**src/rtl/ysyx_210544_cache_arbiter_pkg.sv**
```systemverilog
// rtl/ysyx_210544_cache_arbiter_pkg.sv - shared encodings for the IF/MEM cache port arbiter
package ysyx_210544_cache_arbiter_pkg;

  localparam int XLEN = 64;

  typedef enum logic [1:0] {
    ARB_IDLE  = 2'd0,
    ARB_ISSUE = 2'd1,
    ARB_WAIT  = 2'd2,
    ARB_RESP  = 2'd3
  } arb_state_t;

  localparam logic OWNER_IF  = 1'b0;
  localparam logic OWNER_MEM = 1'b1;

endpackage

```
**src/rtl/ysyx_210544_arb_pick.sv**
```systemverilog
// rtl/ysyx_210544_arb_pick.sv - combinational owner select between IF and MEM requests
module ysyx_210544_arb_pick
  import ysyx_210544_cache_arbiter_pkg::*;
#(
  parameter int MEM_FIRST = 1,
  parameter int RR_EN     = 1
) (
  input  logic if_req,
  input  logic mem_req,
  input  logic last_owner,
  output logic grant,
  output logic owner
);

  always_comb begin
    grant = if_req | mem_req;
    owner = OWNER_IF;
    if (if_req && mem_req) begin
      // On a tie, round-robin hands the port to whoever did not have it last
      if (RR_EN != 0) owner = ~last_owner;
      else            owner = (MEM_FIRST != 0) ? OWNER_MEM : OWNER_IF;
    end else if (mem_req) begin
      owner = OWNER_MEM;
    end
  end

endmodule

```
**src/rtl/ysyx_210544_cache_arbiter.sv**
```systemverilog
// rtl/ysyx_210544_cache_arbiter.sv - shares one cache core port between IF and MEM
module ysyx_210544_cache_arbiter
  import ysyx_210544_cache_arbiter_pkg::*;
#(
  parameter int MEM_FIRST = 1,
  parameter int RR_EN     = 1,
  parameter int TIMEOUT   = 1023
) (
  input  logic            clk,
  input  logic            rst,
  input  logic [XLEN-1:0] i_if_addr,
  input  logic [2:0]      i_if_bytes,
  input  logic            i_if_req,
  output logic [XLEN-1:0] o_if_rdata,
  output logic            o_if_ack,
  input  logic [XLEN-1:0] i_mem_addr,
  input  logic [XLEN-1:0] i_mem_wdata,
  input  logic [2:0]      i_mem_bytes,
  input  logic            i_mem_op,
  input  logic            i_mem_req,
  output logic [XLEN-1:0] o_mem_rdata,
  output logic            o_mem_ack,
  output logic [XLEN-1:0] o_core_addr,
  output logic [XLEN-1:0] o_core_wdata,
  output logic [2:0]      o_core_bytes,
  output logic            o_core_op,
  output logic            o_core_req,
  input  logic [XLEN-1:0] i_core_rdata,
  input  logic            i_core_ack,
  input  logic            i_arb_lock,
  output logic            o_arb_busy,
  output logic            o_arb_owner,
  output logic            o_arb_timeout,
  input  logic            i_timeout_clr
);

  localparam logic [9:0] WD_LAST = 10'(TIMEOUT - 1);

  arb_state_t      state, state_nxt;
  logic            owner_q, core_req_q, op_q, timeout_q;
  logic [XLEN-1:0] addr_q, wdata_q, if_rdata_q, mem_rdata_q;
  logic [2:0]      bytes_q;
  logic [9:0]      wd_cnt;
  logic            pick_valid, pick_owner, grant;

  ysyx_210544_arb_pick #(
    .MEM_FIRST(MEM_FIRST),
    .RR_EN    (RR_EN)
  ) u_pick (
    .if_req    (i_if_req),
    .mem_req   (i_mem_req),
    .last_owner(owner_q),
    .grant     (pick_valid),
    .owner     (pick_owner)
  );

  // Lock only gates new grants; an access already past IDLE always completes
  assign grant = (state == ARB_IDLE) && !i_arb_lock && pick_valid;

  always_ff @(posedge clk or negedge rst) begin
    if (!rst) state <= ARB_IDLE;
    else      state <= state_nxt;
  end

  always_comb begin
    state_nxt = state;
    case (state)
      ARB_IDLE:  if (grant) state_nxt = ARB_ISSUE;
      ARB_ISSUE: state_nxt = ARB_WAIT;
      ARB_WAIT:  if (i_core_ack) state_nxt = ARB_RESP;
      ARB_RESP:  state_nxt = ARB_IDLE;
      default:   state_nxt = ARB_IDLE;
    endcase
  end

  always_comb begin
    o_if_ack   = 1'b0;
    o_mem_ack  = 1'b0;
    if (state == ARB_RESP) begin
      o_if_ack  = (owner_q == OWNER_IF);
      o_mem_ack = (owner_q == OWNER_MEM);
    end
    o_arb_busy = (state != ARB_IDLE);
  end

  always_ff @(posedge clk or negedge rst) begin
    if (!rst) begin
      owner_q     <= OWNER_IF;
      core_req_q  <= 1'b0;
      addr_q      <= '0;
      wdata_q     <= '0;
      bytes_q     <= '0;
      op_q        <= 1'b0;
      if_rdata_q  <= '0;
      mem_rdata_q <= '0;
    end else begin
      if (grant) begin
        owner_q <= pick_owner;
        if (pick_owner == OWNER_MEM) begin
          addr_q  <= i_mem_addr;
          wdata_q <= i_mem_wdata;
          bytes_q <= i_mem_bytes;
          op_q    <= i_mem_op;
        end else begin
          addr_q  <= i_if_addr;
          wdata_q <= '0;
          bytes_q <= i_if_bytes;
          op_q    <= 1'b0;
        end
      end
      if (state == ARB_ISSUE) begin
        core_req_q <= 1'b1;
      end else if (state == ARB_WAIT && i_core_ack) begin
        core_req_q <= 1'b0;
        if (owner_q == OWNER_MEM) mem_rdata_q <= i_core_rdata;
        else                      if_rdata_q  <= i_core_rdata;
      end
    end
  end

  // Watchdog flags once per WAIT on the crossing; clear beats a same-cycle set
  always_ff @(posedge clk or negedge rst) begin
    if (!rst) begin
      wd_cnt    <= '0;
      timeout_q <= 1'b0;
    end else begin
      if (state == ARB_WAIT) begin
        if (wd_cnt != '1) wd_cnt <= wd_cnt + 10'd1;
      end else begin
        wd_cnt <= '0;
      end
      if (i_timeout_clr)                             timeout_q <= 1'b0;
      else if (state == ARB_WAIT && wd_cnt == WD_LAST) timeout_q <= 1'b1;
    end
  end

  assign o_core_addr   = addr_q;
  assign o_core_wdata  = wdata_q;
  assign o_core_bytes  = bytes_q;
  assign o_core_op     = op_q;
  assign o_core_req    = core_req_q;
  assign o_if_rdata    = if_rdata_q;
  assign o_mem_rdata   = mem_rdata_q;
  assign o_arb_owner   = owner_q;
  assign o_arb_timeout = timeout_q;

endmodule

```
**config.mk**
```make
export PLATFORM = sky130hd
export DESIGN_NAME = ysyx_210544_cache_arbiter
export DESIGN_NICKNAME = d
export VERILOG_FILES = /design/src/rtl/ysyx_210544_cache_arbiter_pkg.sv /design/src/rtl/ysyx_210544_arb_pick.sv /design/src/rtl/ysyx_210544_cache_arbiter.sv
export SDC_FILE = /design/constraint.sdc
export NUM_CORES = 1
export LEC_CHECK = 0
export BUFFER_PORTS_ARGS = -buffer_cell sky130_fd_sc_hd__buf_4
export CAP_MARGIN = 10
export CORE_AREA = 2 2 207 209
export DETAILED_ROUTE_END_ITERATION = 8
export DIE_AREA = 0 0 209 211
export HOLD_SLACK_MARGIN = 0.05
export PLACE_DENSITY = 0.61
export REMOVE_ABC_BUFFERS = 1
export SLEW_MARGIN = 15
export SYNTH_ARGS = -nofsm -noshare
export SYNTH_HDL_FRONTEND = slang
export SYNTH_SLANG_ARGS = --single-unit
```
**constraint.sdc**
```tcl
create_clock -name clk -period 6.45 [get_ports clk]
set_clock_uncertainty 0.15 [all_clocks]
set_input_delay 0.645 -clock clk [delete_from_list [all_inputs] [get_ports clk]]
set_output_delay 0.645 -clock clk [all_outputs]
set_load 0.02 [all_outputs]
```
==> results of run 1 <==
[state kept, by name, indices dropped and copies added, names as in the netlist]
register	count
o_core_addr	64
o_core_wdata	64
o_if_rdata	64
o_mem_rdata	64
wd_cnt	10
o_core_bytes	3
state	2
o_arb_owner	1
o_arb_timeout	1
o_core_op	1
o_core_req	1
[metal layers]
layer  part of all wire, %  track usage, %  routed length, µm  up-vias
li1                      -               -                  -     3891
met1                    39            17.4              13400     4044
met2                    49            25.9              16900      365
met3                   9.4            5.46               3240       49
met4                   2.9            4.98               1000        2
met5                 0.029               0                 10        -
[synth_stat cells, types with 2 or more instances]
cell type and count:
sky130_fd_sc_hd__nand2_2 2, sky130_fd_sc_hd__dfrtp_1 275, sky130_fd_sc_hd__a22o_1 65, sky130_fd_sc_hd__a21o_1 2
sky130_fd_sc_hd__a31oi_1 2, sky130_fd_sc_hd__xor2_1 2, sky130_fd_sc_hd__nor2b_1 2, sky130_fd_sc_hd__nor2_1 14
sky130_fd_sc_hd__nand4_1 2, sky130_fd_sc_hd__a21oi_1 2, sky130_fd_sc_hd__and3_1 3, sky130_fd_sc_hd__buf_6 9
sky130_fd_sc_hd__mux2i_1 68, sky130_fd_sc_hd__o21ai_0 70, sky130_fd_sc_hd__mux2_1 5, sky130_fd_sc_hd__clkbuf_1 18
sky130_fd_sc_hd__ha_1 7, sky130_fd_sc_hd__nand2_1 70, sky130_fd_sc_hd__inv_1 6, sky130_fd_sc_hd__buf_2 15
sky130_fd_sc_hd__buf_4 5, sky130_fd_sc_hd__and2_1 2, sky130_fd_sc_hd__buf_1 2, sky130_fd_sc_hd__mux2_2 124
[how the worst min path moves through the flow]
stage | start | cells after the start | slack (ps) | endpoint
after floorplan | rst | 0 | 200 | o_arb_owner$_DFFE_PN0P_
after global placement | o_core_addr[32]$_DFFE_PN0P_ | 2 | 310 | o_core_addr[32]$_DFFE_PN0P_
after detailed placement | o_core_addr[52]$_DFFE_PN0P_ | 2 | 320 | o_core_addr[52]$_DFFE_PN0P_
after CTS | i_mem_wdata[3] | 2 | 110 | o_core_wdata[3]$_DFFE_PN0P_
after global routing | i_mem_wdata[46] | 2 | 120 | o_core_wdata[46]$_DFFE_PN0P_
final | i_mem_wdata[39] | 2 | 140 | o_core_wdata[39]$_DFFE_PN0P_
[worst max-delay path: cells and delay by family, from the launching register on]
| family | cells | cell delay (ps) |
|---|---|---|
| and+or+nand+nor | 2 | 890 |
| adders and majority gates | 1 | 250 |
| AOI/OAI and AO/OA | 1 | 240 |
| DFF | 1 | 380 |
| buffers and inverters | 2 | 810 |
[final cells by class]
type / count / area (µm²)
clock inverters: 8 / 119
inverters: 6 / 22.5
clock buffers: 46 / 922
flip-flops and latches: 275 / 6880
repair buffers: 545 / 4120
well taps: 539 / 674
fillers: 4009 / 25300
multi-input cells: 460 / 3740
[per-stage QoR]
step / utilization [%] / cell area (µm²)
detailed placement: 36.9 / 15400
finish: 39.5 / 16500
CTS: 39.5 / 16500
floorplan: - / 10600
global route: 39.5 / 16500
global placement: 36.9 / 15400
[logic make-up (layout without fill, tap and decap cells)]
family / after synthesis / in the layout
multiplexers: 197 / 197
flip-flops: 275 / 275
buffers and inverters: 55 / 605
AO/OA/AOI/OAI: 149 / 149
adder cells (fa/ha/maj): 7 / 7
AND/OR/NAND/NOR: 104 / 104
XOR/XNOR: 3 / 3
[repair_timing]
| action | 4_1_cts | 5_1_grt |
|---|---|---|
| hold buffers | 2 | 0 |
| setup endpoints to repair | 0 | 0 |
| setup buffers | 0 | 0 |
| endpoints found under the hold margin | 66 | 0 |
[power by group]
| group | switching, µW | total [µW] | internal (µW) |
|---|---|---|---|
| combinational | 2050 | 3800 | 1750 |
| sequential | 453 | 2980 | 2530 |
| clock | 698 | 1790 | 1100 |
==> results summary, run 1 <==
The flow ran to the end, and the final reports show no timing, DRC or antenna violations. Of all nets on the critical path, the largest fanout is 86. In the final design database the tool counted 1596 nets. The post-route worst hold slack is 143 ps.

In the layout the commonest cells are sky130_fd_sc_hd__buf_4, sky130_fd_sc_hd__dfrtp_1, sky130_fd_sc_hd__mux2_2. The worst ir drop on vdd came out at 227 µV. Subtracting the final worst setup slack from the clock period gives 3020 ps. The power per cell area is 521 nW/µm².

For this block, the initial DRC count from the detailed router was 401. The worst setup path is captured at a register. In this run, synthesis inferred 0 flip-flops with an integrated enable. The transition time at the pin with the least slew margin is 1070 ps. After Yosys synthesis, and, or, nand and nor cells account for 4.16% of the synthesized area. Setup violations remaining at the end of the flow were counted as 0.

The mapped netlist covers 10900 µm². Among all flip-flop cells after synthesis, the most frequent one is sky130_fd_sc_hd__dfrtp_1. Summing the areas of all compound-gate instances in the mapped netlist gives 9.38% of the synthesized area. The count of vias placed by the detailed router came out at 8351.

The mean number of vias per cell is 4.44. The leakage power of the design is 0.00821 µW. In this run the critical register-to-register path is launched from state[0]$_DFFE_PN0P_. The post-synthesis sequential area ratio is 63.0%.

The worst-path cell with the longest stage delay is sky130_fd_sc_hd__or2_4. The total chip power is 8580 µW. At the placement stage, the worst setup path has a slack of 3440 ps.

STA puts the critical path data required time at 6700 ps. Data on the critical path arrives at its endpoint at 3260 ps. The die area came out at 44100 µm². Setup repair after global routing left no endpoint under its margin. The post-synthesis xor/xnor area fraction is 0.241%. The final-report hold violation count came out at 0. The initial antenna violation count came to 1. The largest net degree at the start of global routing came out at 148.

The number of I/O port buffers came out at 535. In the post-synthesis netlist, the biggest area contributors are sky130_fd_sc_hd__dfrtp_1, sky130_fd_sc_hd__mux2_2, sky130_fd_sc_hd__mux2i_1. TritonCTS built the clock tree. The final count of pins violating max slew is 0.

The largest buffer count on any clock path is 3. Following the worst setup path forward leads to its endpoint at o_core_addr[3]$_DFFE_PN0P_. The number of maximum-capacitance violations is 0. The routed wire length per instance came out at 18.4 µm. The adder-cell share of the synthesized area came out at 0.802%.

The overall global routing resource usage is 15.0%. The critical path starts at state[0]$_DFFE_PN0P_. The setup TNS after final layout is 0 ps. The final weighted congestion of routability-driven global placement came out at 0.794.

Detailed placement ended at an HPWL of 25700 µm. The Yosys step of the flow raised 0 warnings. For this run, design rule violations remaining after detail routing come to 0. The proportion of layout cells with a drive suffix above 1 came out at 53.8%. The register clock-pin slew on the reported worst setup and hold paths came out at 60 ps. The first-pass iteration count of the detailed router came out at 4. The library cell used most frequently in the layout, excluding fill and tap cells, is sky130_fd_sc_hd__buf_4. The remaining max-slew budget at the tightest pin came out at 28.4%. The critical path goes through inv_1 -> ha_1 -> nand2b_1 -> or2_4 -> buf_4 -> o21ai_0. The maximum single-stage delay on the critical path is 720 ps. The count of distinct cell types in the synthesized netlist came out at 42. By area, the combinational part of the netlist is dominated by multiplexers. The post-layout worst setup margin is 3430 ps. The die boundary width came out at 209 µm. The overall overflow remaining after global route came out at 0. The worst-skew pair later-pin latency came out at 560 ps.

The number of placed instances, taps included, is 1823. The repair_antennas step left the layout with diodes totalling 0. The worst reg-to-reg path cell count is 6.

The post-synthesis mux area share is 19.5%. Of all cell types, the one taking the most synthesized area is sky130_fd_sc_hd__dfrtp_1. Synthesis produced 790 cells.

The post-layout instance count excluding filler cells came out at 1879. The endpoint identified for the worst register-to-register timing path is o_core_addr[3]$_DFFE_PN0P_. The area added between synthesis and finish came out at 50.9%. The cell row count came out at 75.

The effective utilization at floorplan is 26.1%. The global-route wire length before repair came out at 52100 µm. The path class of the tightest hold or removal check is in2reg. The number of sinks driven by the clock tree came out at 275.

After synthesis, the share of flip-flops with an asynchronous set or reset is 100%. The area of the placeable core is 41800 µm². The number of resized instances in the post-cts repair step is 0. The number of buffers inserted during clock tree synthesis is 31. The mean cell area of the mapped netlist came out at 13.8 µm².

The overall routed net length came out at 34600 µm. The final critical path takes up 46.8% of the cycle. In this run, synthesis produced a sequential element count of 275. The tree is rooted in a sky130_fd_sc_hd__clkbuf_16. The critical path in this run is classified as reg2reg. The number of global-route vias before repair came to 8728. The proportion of netlist area held by the largest area contributor came out at 63.0%. The y dimension of the die is 211 µm. The startpoint class of the critical path is a register. The register-to-register setup slack came out at 3430 ps. The total I/O pin count is 536.

The H-tree depth came out at 1. The highest clock frequency the design can meet came out at 331 MHz. The post-detailed-route count of antenna-violating nets came out at 0.
(Power assumes the default switching activity.)
==> run 2: changes to the inputs <==
--- a/config.mk
+++ b/config.mk
@@ -5,13 +5,14 @@
 export SDC_FILE = /design/constraint.sdc
 export NUM_CORES = 1
 export LEC_CHECK = 0
+export ABC_AREA = 1
 export BUFFER_PORTS_ARGS = -buffer_cell sky130_fd_sc_hd__buf_4
 export CAP_MARGIN = 10
-export CORE_AREA = 2 2 207 209
+export CORE_AREA = 2 2 206 208
 export DETAILED_ROUTE_END_ITERATION = 8
-export DIE_AREA = 0 0 209 211
+export DIE_AREA = 0 0 208 210
 export HOLD_SLACK_MARGIN = 0.05
-export PLACE_DENSITY = 0.61
+export PLACE_DENSITY = 0.63
 export REMOVE_ABC_BUFFERS = 1
 export SLEW_MARGIN = 15
 export SYNTH_ARGS = -nofsm -noshare
==> constraint.sdc (replaced) <==
create_clock -name clk -period 2.9 [get_ports clk]
set_clock_uncertainty 0.15 [all_clocks]
set_input_delay 0.29 -clock clk [delete_from_list [all_inputs] [get_ports clk]]
set_output_delay 0.29 -clock clk [all_outputs]
set_load 0.02 [all_outputs]
==> run 2 against run 1 <==
  * Combinational power increased by 120%
  * First-iteration DRC count grew 100%
  * Clock-buffer cell count shrank 6
  * Clock power grew 120%
  * Setup slack worse by 3300 ps
  * Critical path type unchanged
  * Via count grew 40%
  * Area after synthesis rose by 5.1%
  * Synthesized cell count up 57%
  * Worst hold slack got worse by 61 ps
  * Register-to-register slack worse by 3300 ps
  * Sequential cell count unchanged
==> results summary, run 2 <==
For this block, the via count after detailed routing is 11700. By area, the combinational part of the netlist is dominated by simple AND/OR/NAND/NOR gates. The worst-skew pair later-pin latency came out at 580 ps. Entering global routing, the biggest net connects 136 pins. The die area is 43700 µm². The synthesized netlist devotes 0.763% of its cell area to adder and majority cells. The leading area contributor after synthesis is sky130_fd_sc_hd__dfrtp_1. The end of the worst register-to-register path is o_core_addr[49]$_DFFE_PN0P_. The first-pass iteration count of the detailed router came out at 5.

Setup repair after global routing left no endpoint under its margin. In the synthesized netlist the dominant register cell turns out to be sky130_fd_sc_hd__dfrtp_1. The largest fanout on the critical path is 26. The number of synthesized flops with an enable pin came out at 0. The number of synthesized register bits came out at 275. For this run, design rule violations remaining after detail routing come to 0.

The worst reg-to-reg path cell count is 10. CTS placed an instance of sky130_fd_sc_hd__clkbuf_16 at the clock tree root. The overall overflow remaining after global route came out at 0.

The synthesized netlist devotes 11.1% of its cell area to compound gates. The type of the most critical hold path is in2reg. The final-report hold violation count came to 0. The power per cell area came out at 960 nW/µm². The total I/O pin count is 536. The congestion estimate from routability-driven global placement came to 0.846. The highest clock frequency the design can meet is 367 MHz. Of the total synthesized cell area, the portion taken by AND, OR, NAND and NOR gates is 21.9%. The leakage power of the design is 0.0101 µW. Once routing completed, OpenROAD measured the worst setup slack at 175 ps. CTS saw 275 sinks. The register clock-pin slew on the reported worst setup and hold paths came out at 60 ps. The area added between synthesis and finish is 72.5%.

The detailed placement HPWL is 27200 µm. The number of maximum-capacitance violations came out at 0. The worst min-delay path endpoint is o_arb_owner$_DFFE_PN0P_.

The worst endpoint required time came out at 3240 ps. The worst ir drop on vdd came out at 472 µV. The remaining max-slew budget at the tightest pin came out at 52.0%.

In the finished design, the share of the clock period the worst path needs comes to 94.0%. The post-synthesis instance area is 11500 µm². The smallest clock period supported by the final layout is computed as 2730 ps. The count of distinct cell types in the synthesized netlist is 28. After synthesis, the mean cell area works out to 9.25 µm². The number of cells on the worst hold path came out at 3. The register-to-register setup slack is 170 ps. The final count of pins violating max slew is 0. Global routing used 18.0% of the available tracks across all layers. After detailed routing, the average wire length per cell comes to 15.8 µm. Once layout is done, the placed cells without fillers occupy 19800 µm². The clock tree from TritonCTS is built. The detailed router's first-iteration violation count is 811. The worst hold path begins at i_mem_req. The reg-to-reg critical path startpoint is state[0]$_DFFE_PN0P_. The startpoint class of the critical path is a register.

Data arrives at the worst endpoint at 3060 ps. The post-synthesis xor/xnor area fraction came out at 0.153%. Setup violations remaining at the end of the flow were counted as 0.

The number of clock buffers added by TritonCTS is 31. The area of the placeable core is 41500 µm². The worst setup path is captured at a register. Counting flops with an async set or reset pin after synthesis yields a share of 100%.

The leading cell type by number of instances after synthesis is sky130_fd_sc_hd__nand2_1. The number of I/O port buffers is 535. The post-synthesis sequential area ratio came out at 60.0%.

CTS built an H-tree with a depth of 1. The synthesized instance count came out at 1240. The number of resized instances in the post-cts repair step came out at 0. The die is 208 µm wide. The number of global-route vias before repair is 11700. The worst setup path is of the reg2reg kind.

The overall routed net length came out at 40700 µm. The transition time at the pin with the least slew margin came out at 721 ps. The post-detailed-route count of antenna-violating nets came out at 0. Of the post-synthesis cell area, the dominant cell type holds 60.0%. The mean number of vias per cell came out at 4.52. The initial antenna violation count is 3.

The largest buffer count on any clock path is 3. The floorplan has 75 rows. The global-route wire length before repair is 63600 µm. The y dimension of the die came out at 210 µm. By area the synthesized netlist is led by sky130_fd_sc_hd__dfrtp_1, sky130_fd_sc_hd__nand2_1, sky130_fd_sc_hd__o21ai_0. Yosys printed 0 warnings. The setup TNS after final layout is 0 ps. The effective utilization at floorplan came out at 27.7%. Post-CTS timing repair inserted 0 buffers for setup. The run finished with clean final reports. The portion of synthesized area spent on multiplexers is 0%. The proportion of layout cells with a drive suffix above 1 came out at 33.9%. Leaving out fill and tap cells, the most frequent cell in the layout is sky130_fd_sc_hd__buf_4.

OpenSTA, run right after detailed placement, puts the worst setup slack at 732 ps. Summing all placed instances gives a cell area of 16100 µm². The total of hold buffers inserted after clock tree synthesis came out at 266. The library cells used most frequently in the layout, excluding fill and tap cells, are sky130_fd_sc_hd__buf_4, sky130_fd_sc_hd__nand2_1, sky130_fd_sc_hd__dfrtp_1.

In the synthesized netlist, the cells that appear most often are sky130_fd_sc_hd__nand2_1, sky130_fd_sc_hd__dfrtp_1, sky130_fd_sc_hd__o21ai_0. The count of nets after finishing came out at 2293.
-- run 2: cell count changes after synthesis, moves of 7 or more --
| cell | delta |
|---|---|
| sky130_fd_sc_hd__nand2_1 | +354 |
| sky130_fd_sc_hd__clkbuf_1 | +15 |
| sky130_fd_sc_hd__inv_1 | +76 |
| sky130_fd_sc_hd__mux2_2 | -124 |
| sky130_fd_sc_hd__o211ai_1 | +49 |
| sky130_fd_sc_hd__buf_2 | +12 |
| sky130_fd_sc_hd__or2_2 | +62 |
| sky130_fd_sc_hd__a22o_1 | -65 |
| sky130_fd_sc_hd__o21ai_0 | +63 |
| sky130_fd_sc_hd__nand3_1 | +79 |
| sky130_fd_sc_hd__mux2i_1 | -68 |
| sky130_fd_sc_hd__or2_1 | +7 |
| sky130_fd_sc_hd__o211ai_2 | +17 |
-- run 2: final cells by class --
class / count / area, µm²
inverter: 85 / 322
timing repair buffer: 821 / 6950
clock inverter: 16 / 203
clock buffer: 40 / 830
fill: 3784 / 21700
tap: 539 / 674
sequential: 275 / 6880
multi-input combinational: 802 / 3930
antenna: 2 / 5.00
-- run 2: worst max-delay path: stages (launching register included) --
cell                            delay [ps]
sky130_fd_sc_hd__dfrtp_1               410
sky130_fd_sc_hd__inv_1                 120
sky130_fd_sc_hd__ha_1                  200
sky130_fd_sc_hd__inv_2                  70
sky130_fd_sc_hd__nor2_4                110
sky130_fd_sc_hd__o21ai_4                90
sky130_fd_sc_hd__inv_2                 450
sky130_fd_sc_hd__buf_12                250
sky130_fd_sc_hd__o211ai_1              130
sky130_fd_sc_hd__dlygate4sd3_1         590
sky130_fd_sc_hd__nand2_1                60
-- run 2: per-stage QoR --
| step | instances | utilization [%] | total power (µW) | hold slack [ps] |
|---|---|---|---|---|
| 2_1_floorplan | 1162 | - | 10500 | -156 |
| 3_3_place_gp | 2256 | 38.8 | 14500 | 162 |
| 3_5_place_dp | 2256 | 38.8 | 14600 | 162 |
| 4_1_cts | 2578 | 47.7 | 19100 | 78.6 |
| 5_1_grt | 2580 | 47.7 | 20100 | 132 |
| 6_report | 2580 | 47.7 | 19000 | 82.2 |
-- run 2: power breakdown --
group | switching [µW] | total (µW) | internal (µW)
sequential | 988 | 6480 | 5490
clock | 1620 | 4000 | 2370
combinational | 4910 | 8510 | 3610
total | 7520 | 19000 | 11500
-- run 2: cells by family after synthesis --
logic type,Yosys count
xor gates and xnor gates,2
buffers and inverters,163
DFF,275
and+or+nand+nor,590
adders and majority gates,7
AOI/OAI and AO/OA,203
-- run 2: worst max path at each step --
stage,start,to,slack (ps)
global placement,state[0]$_DFFE_PN0P_,o_core_addr[49]$_DFFE_PN0P_,770
CTS,state[0]$_DFFE_PN0P_,o_core_addr[49]$_DFFE_PN0P_,150
global route,state[1]$_DFFE_PN0P_,o_core_addr[49]$_DFFE_PN0P_,20
floorplan,state[0]$_DFFE_PN0P_,o_core_addr[10]$_DFFE_PN0P_,-2510
detailed placement,state[0]$_DFFE_PN0P_,o_core_addr[49]$_DFFE_PN0P_,730
finish,state[0]$_DFFE_PN0P_,o_core_addr[49]$_DFFE_PN0P_,170
-- run 2: routing by layer --
metal / track usage [%] / wire [µm] / vias up
li1: - / - / 5539
met1: 22.4 / 16300 / 5513
met2: 30.5 / 19600 / 503
met3: 4.31 / 3320 / 101
met4: 6.90 / 1470 / 2
met5: 0 / 12 / -
